## config.mk

```make
export PLATFORM = sky130hd
export DESIGN_NAME = ldst_queue
export DESIGN_NICKNAME = d
export VERILOG_FILES = /design/src/rtl/ldst_queue.sv
export SDC_FILE = /design/constraint.sdc
export NUM_CORES = 2
export LEC_CHECK = 0
export CAP_MARGIN = 10
export CORE_ASPECT_RATIO = 1.75
export CORE_MARGIN = 3
export CORE_UTILIZATION = 64
export DETAILED_ROUTE_END_ITERATION = 10
export PLACE_DENSITY = 0.95
export SYNTH_ARGS = -nofsm -noshare
export SYNTH_HDL_FRONTEND = slang
export SYNTH_SLANG_ARGS = --single-unit
```

## constraint.sdc

```tcl
create_clock -name clk -period 7.9 [get_ports clk]
set_clock_uncertainty 0.2 [all_clocks]
set_input_delay 1.58 -clock clk [delete_from_list [all_inputs] [get_ports clk]]
set_output_delay 1.58 -clock clk [all_outputs]
set_load 0.02 [all_outputs]
```

## src/rtl/ldst_queue.sv

```systemverilog
// ldst_queue: 8-entry load/store queue between a core and a cache subsystem.
// Requests are accepted in program order, issued to the cache in order,
// answered by the cache in any order (loads only), and retired in order.
//
// Ports
//   clk, reset                       clock, synchronous active-high reset
//   core_addr_i/data_i/rw_i/valid_i  core request (rw: 1 = store, 0 = load)
//   core_stall_o                     queue full, request not accepted
//   core_data_o, core_ready_o        in-order load result, one-cycle pulse
//   addr_o/data_o/rw_o/valid_o/id_o  request to cache, id = queue slot
//   cache_data_i/id_i/ready_i        load data returned by cache
//   cache_stall_i                    cache cannot accept a request
//   err_o                            sticky: response to a slot not awaiting data
module ldst_queue #(
  parameter int ADDR_W = 32,
  parameter int DATA_W = 32
) (
  input  logic              clk,
  input  logic              reset,
  input  logic [ADDR_W-1:0] core_addr_i,
  input  logic [DATA_W-1:0] core_data_i,
  input  logic              core_rw_i,
  input  logic              core_valid_i,
  output logic              core_stall_o,
  output logic [DATA_W-1:0] core_data_o,
  output logic              core_ready_o,
  output logic [ADDR_W-1:0] addr_o,
  output logic [DATA_W-1:0] data_o,
  output logic              rw_o,
  output logic              valid_o,
  output logic [2:0]        id_o,
  input  logic [DATA_W-1:0] cache_data_i,
  input  logic [2:0]        cache_id_i,
  input  logic              cache_ready_i,
  input  logic              cache_stall_i,
  output logic              err_o
);

  // Slot states
  //   state         | meaning
  //   ST_FREE       | slot empty
  //   ST_WAIT_ISSUE | accepted from core, not yet taken by the cache
  //   ST_WAIT_DATA  | load issued, waiting for cache response
  //   ST_DONE       | complete, waiting to retire in order
  localparam int         DEPTH         = 8;
  localparam logic [1:0] ST_FREE       = 2'd0;
  localparam logic [1:0] ST_WAIT_ISSUE = 2'd1;
  localparam logic [1:0] ST_WAIT_DATA  = 2'd2;
  localparam logic [1:0] ST_DONE       = 2'd3;

  logic [1:0]        state_q [DEPTH];
  logic [1:0]        state_d [DEPTH];
  logic [ADDR_W-1:0] addr_q  [DEPTH];
  logic [ADDR_W-1:0] addr_d  [DEPTH];
  logic [DATA_W-1:0] data_q  [DEPTH];
  logic [DATA_W-1:0] data_d  [DEPTH];
  logic              rw_q    [DEPTH];
  logic              rw_d    [DEPTH];

  logic [2:0]        head_q, head_d;
  logic [2:0]        iss_q, iss_d;
  logic [2:0]        tail_q, tail_d;
  logic [3:0]        count_q, count_d;
  logic              core_ready_q, core_ready_d;
  logic [DATA_W-1:0] core_data_q, core_data_d;
  logic              err_q, err_d;

  logic enq, issue, resp_hit, resp_bad, retire;

  assign core_stall_o = (count_q == 4'd8);
  assign valid_o      = (state_q[iss_q] == ST_WAIT_ISSUE);
  assign addr_o       = addr_q[iss_q];
  assign data_o       = data_q[iss_q];
  assign rw_o         = rw_q[iss_q];
  assign id_o         = iss_q;
  assign core_ready_o = core_ready_q;
  assign core_data_o  = core_data_q;
  assign err_o        = err_q;

  // The four actions each target a slot in a different state (tail is FREE,
  // iss is WAIT_ISSUE, a valid response hits WAIT_DATA, head is DONE), so
  // they never collide on one slot and can all apply in the same cycle.
  always_comb begin
    for (int i = 0; i < DEPTH; i++) begin
      state_d[i] = state_q[i];
      addr_d[i]  = addr_q[i];
      data_d[i]  = data_q[i];
      rw_d[i]    = rw_q[i];
    end
    head_d       = head_q;
    iss_d        = iss_q;
    tail_d       = tail_q;
    core_ready_d = 1'b0;
    core_data_d  = core_data_q;

    enq      = core_valid_i && !core_stall_o;
    issue    = (state_q[iss_q] == ST_WAIT_ISSUE) && !cache_stall_i;
    resp_hit = cache_ready_i && (state_q[cache_id_i] == ST_WAIT_DATA);
    resp_bad = cache_ready_i && (state_q[cache_id_i] != ST_WAIT_DATA);
    retire   = (state_q[head_q] == ST_DONE);

    if (enq) begin
      state_d[tail_q] = ST_WAIT_ISSUE;
      addr_d[tail_q]  = core_addr_i;
      data_d[tail_q]  = core_data_i;
      rw_d[tail_q]    = core_rw_i;
      tail_d          = tail_q + 3'd1;
    end

    // Stores need no response, so they complete as soon as the cache takes them.
    if (issue) begin
      state_d[iss_q] = rw_q[iss_q] ? ST_DONE : ST_WAIT_DATA;
      iss_d          = iss_q + 3'd1;
    end

    if (resp_hit) begin
      state_d[cache_id_i] = ST_DONE;
      data_d[cache_id_i]  = cache_data_i;
    end

    if (retire) begin
      state_d[head_q] = ST_FREE;
      head_d          = head_q + 3'd1;
      if (!rw_q[head_q]) begin
        core_ready_d = 1'b1;
        core_data_d  = data_q[head_q];
      end
    end

    count_d = count_q + {3'b000, enq} - {3'b000, retire};
    err_d   = err_q | resp_bad;
  end

  always_ff @(posedge clk) begin
    if (reset) begin
      for (int i = 0; i < DEPTH; i++) begin
        state_q[i] <= ST_FREE;
        addr_q[i]  <= '0;
        data_q[i]  <= '0;
        rw_q[i]    <= 1'b0;
      end
      head_q       <= 3'd0;
      iss_q        <= 3'd0;
      tail_q       <= 3'd0;
      count_q      <= 4'd0;
      core_ready_q <= 1'b0;
      core_data_q  <= '0;
      err_q        <= 1'b0;
    end else begin
      state_q      <= state_d;
      addr_q       <= addr_d;
      data_q       <= data_d;
      rw_q         <= rw_d;
      head_q       <= head_d;
      iss_q        <= iss_d;
      tail_q       <= tail_d;
      count_q      <= count_d;
      core_ready_q <= core_ready_d;
      core_data_q  <= core_data_d;
      err_q        <= err_d;
    end
  end

endmodule

```

==> impl_metrics.toml <==
[clock_tree]
cts-root-buf = "sky130_fd_sc_hd__clkbuf_16"
hold_buffers = 0
cts-root-to-sink-buffers = 3
postCtsSetupRepairBufs = 0
worst_skew_pair.late_latency_ns = 0.61
cts-buffers-inserted = 51
clock_tree_from_tritoncts = "yes"
cts.htree.levels = 2
clkSlewWorstSetupHoldPaths_ns = 0.07
cts-resized-gates = 0
cts.sink_count = 583

[setup_path]
endpoint_kind = "output port"
cp_data_arrival_time_ns = 4.10
startpoint_type_of_the_worst_setup_path = "flip-flop"
path_max_fanout = 54
slowest_stage = "sky130_fd_sc_hd__nor3b_2"
worstPathRequired_ns = 6.12
worst-setup-path-type = "reg2out"
crit_buf_inv = 2
cp_slowest_stage_delay_ns = 1.02
cpLargestDelayFamily = "simple AND/OR/NAND/NOR gates"
path_cells = "nor3b_2, buf_12, a22oi_1, nand4_1, clkdlybuf4s50_1"

[synthesis]
synth_cell_types = 60
ys_seq_area_share_pct = 41.2
number_of_enable_type_register_cells_in_the_synthesized_netlist = 0
postSynthCellCount = 3526
syn_area_per_cell_um2 = 8.04
synth-async-reset-ratio_pct = 0
synthesis.area_um2 = 28300
synthesis_stage_register_bit_count = 583
ys.warnings.count = 0
synth_flop_cell = "sky130_fd_sc_hd__dfxtp_1"
postSynthNetCount = 3640

[pwr]
p_seq_share_pct = 45.5
ir_drop_v = 0.000194
power.combinational.fraction_pct = 17.5
cellLeakagePower_nw = 9.90
power.density_cell_area_nw_per_um2 = 223
clock_power_share_pct = 37.0
power_switching_mw = 2.07
power.switching_fraction_pct = 29.7
power.internal_mw = 4.91

[status]
status = "completed"

[routing]
remaining_drc_errors = 0
post_drt_via_cell_ratio = 7.12
starting_drc_count_in_detailed_routing = 3970
overall_routed_net_length_mm = 99.3
number_of_vias_after_detailed_routing = 28486
drtPass1Iterations = 9
antenna_left = 0
route.detailed.wl_per_inst_um = 24.8

[die]
die_x_um = 165
ioPinCount = 209
core.rowCount = 101
floorplan.initialDensity_pct = 65.0
fp.dieH_um = 284
floorplan.die_area_um2 = 47000
fp.coreArea_um2 = 43600

[grt]
grt_overflow_total = 0
grt_pass1_vias = 27976
overall_global_routing_resource_usage_pct = 40.9
grt_start_max_net_pins = 232
antenna_found_initial = 10
grt_pass1_wl_mm = 152

[placement]
place.port_buffers = 208
numPlacedInstances = 3895
place_ws_ns = 2.81
dp.final_hpwl_mm = 51.6
routabilityCongestion = 0.915

[timing]
timing.final.crit_period_ns = 5.88
final_hold_violations = 0
final_max_slew_viol_count = 0
timing.final.crit_share_pct = 74.4
maxClockFrequency_mhz = 170
fin_setup_tns_ns = 0
max_slew_margin_vs_limit_pct = 13.4
worst_slack_ns = 2.02
worst-slew-pin-transition_ns = 1.30
report.final.setup_viol = 0
grt_setup_unrepaired = "false"

[cells_and_area]
finish.cell_count_without_fillers = 4000
final_core_utilization_pct = 72.0
multiInputGateArea_um2 = 14800
ff_latch_area_um2 = 11700
mostFrequentLayoutCells = "sky130_fd_sc_hd__nand2_1, sky130_fd_sc_hd__dfxtp_1, sky130_fd_sc_hd__a21oi_1"
num-fill-cells = 3236
layout_commonest_cell = "sky130_fd_sc_hd__nand2_1"
nNetsFinal = 3496
fraction_of_layout_cells_with_a_size_suffix_above_1_pct = 8.64
area_growth_syn_to_layout_pct = 10.7

[run]
drv.max_cap_violation_count = 0

[hold_path]
min_path_type = "reg2reg"
[flip-flops by register name, summed over array words and instances (netlist names)]
register	flops
state_q	16
core_ready_o	1
data_q	256
core_data_o	32
head_q	3
addr_q	256
err_o	1
count_q	4
tail_q	3
rw_q	8
id_o	3
[power groups by stage]
| stage | Combinational [mW] | Clock [mW] | Sequential [mW] |
|---|---|---|---|
| floorplan | 0.763 | 0 | 3.21 |
| CTS | 1.18 | 2.57 | 3.18 |
| detailed placement | 1.17 | 0 | 3.24 |
| finish | 1.22 | 2.58 | 3.18 |
| global route | 1.28 | 2.68 | 3.19 |
| global placement | 1.15 | 0 | 3.24 |
[routing by layer]
layer,vias to the layer above,global-route usage (%),share of wire (%)
li1,12163,-,-
met3,759,10.2,14
met4,2,30.7,8.8
met5,-,0,0.017
met2,2393,63.4,45
met1,13169,48.1,32
[worst paths after layout]
kind / slack [ns] / from / cells past startpoint / endpoint
max: 2.02 / id_o[0] / 5 / data_o[27]
min: 0.26 / addr_q[87] / 2 / addr_q[87]
max reg2reg: 4.10 / count_q[2] / 8 / data_q[102]
min reg2reg: 0.26 / addr_q[87] / 2 / addr_q[87]
[synth_stat cells, types with 7 or more instances]
cell,count,share of area [%]
sky130_fd_sc_hd__a21oi_1,274,4.8
sky130_fd_sc_hd__a21oi_2,32,0.99
sky130_fd_sc_hd__a22oi_1,258,6.8
sky130_fd_sc_hd__a311oi_1,256,7.9
sky130_fd_sc_hd__a311oi_2,32,1.7
sky130_fd_sc_hd__a31o_2,7,0.22
sky130_fd_sc_hd__a31oi_1,11,0.24
sky130_fd_sc_hd__buf_1,30,0.40
sky130_fd_sc_hd__buf_2,120,2.1
sky130_fd_sc_hd__buf_4,10,0.26
sky130_fd_sc_hd__buf_6,8,0.32
sky130_fd_sc_hd__clkbuf_1,248,3.3
sky130_fd_sc_hd__clkbuf_2,20,0.35
sky130_fd_sc_hd__dfxtp_1,583,41
sky130_fd_sc_hd__ha_1,8,0.35
sky130_fd_sc_hd__inv_1,12,0.16
sky130_fd_sc_hd__mux2i_1,35,1.2
sky130_fd_sc_hd__mux4_2,72,5.7
sky130_fd_sc_hd__nand2_1,1067,14
sky130_fd_sc_hd__nand3_1,8,0.14
sky130_fd_sc_hd__nand3b_1,7,0.19
sky130_fd_sc_hd__nand4_1,66,1.5
sky130_fd_sc_hd__nor2_1,276,3.7
sky130_fd_sc_hd__nor2b_1,7,0.15
sky130_fd_sc_hd__nor3_1,7,0.12
[per-stage QoR]
step	hold WS (ns)	instance area (um^2)	power (mW)
3_5_place_dp	0.246	29700	4.41
6_report	0.256	31400	6.98
5_1_grt	0.275	31400	7.15
3_3_place_gp	0.241	29700	4.39
2_1_floorplan	0.236	28300	3.97
4_1_cts	0.255	31300	6.92
[worst min-delay path: cells and delay by family (launching register included)]
family             cells  cell delay, ns
AOI/OAI and AO/OA      1            0.05
and+or+nand+nor        1            0.05
DFF                    1            0.31
[cell type report]
type,count,share of cell area [%]
Antenna cell,9,0.0718
Multi-Input combinational cell,2491,47.3
Timing Repair Buffer,241,7.56
Sequential cell,583,37.2
Clock buffer,76,4.75
Inverter,14,0.176
Clock inverter,20,0.630
Tap cell,566,2.26
[cell families after synthesis]
family	Yosys count	synth area share, %
XOR/XNOR	5	0.154
flip-flops	583	41.2
buffers and inverters	452	7.03
multiplexers	110	7.08
AND/OR/NAND/NOR	1473	20.8
adder cells (fa/ha/maj)	9	0.424
AO/OA/AOI/OAI	894	23.4
Power figures use the tool's default switching activity.
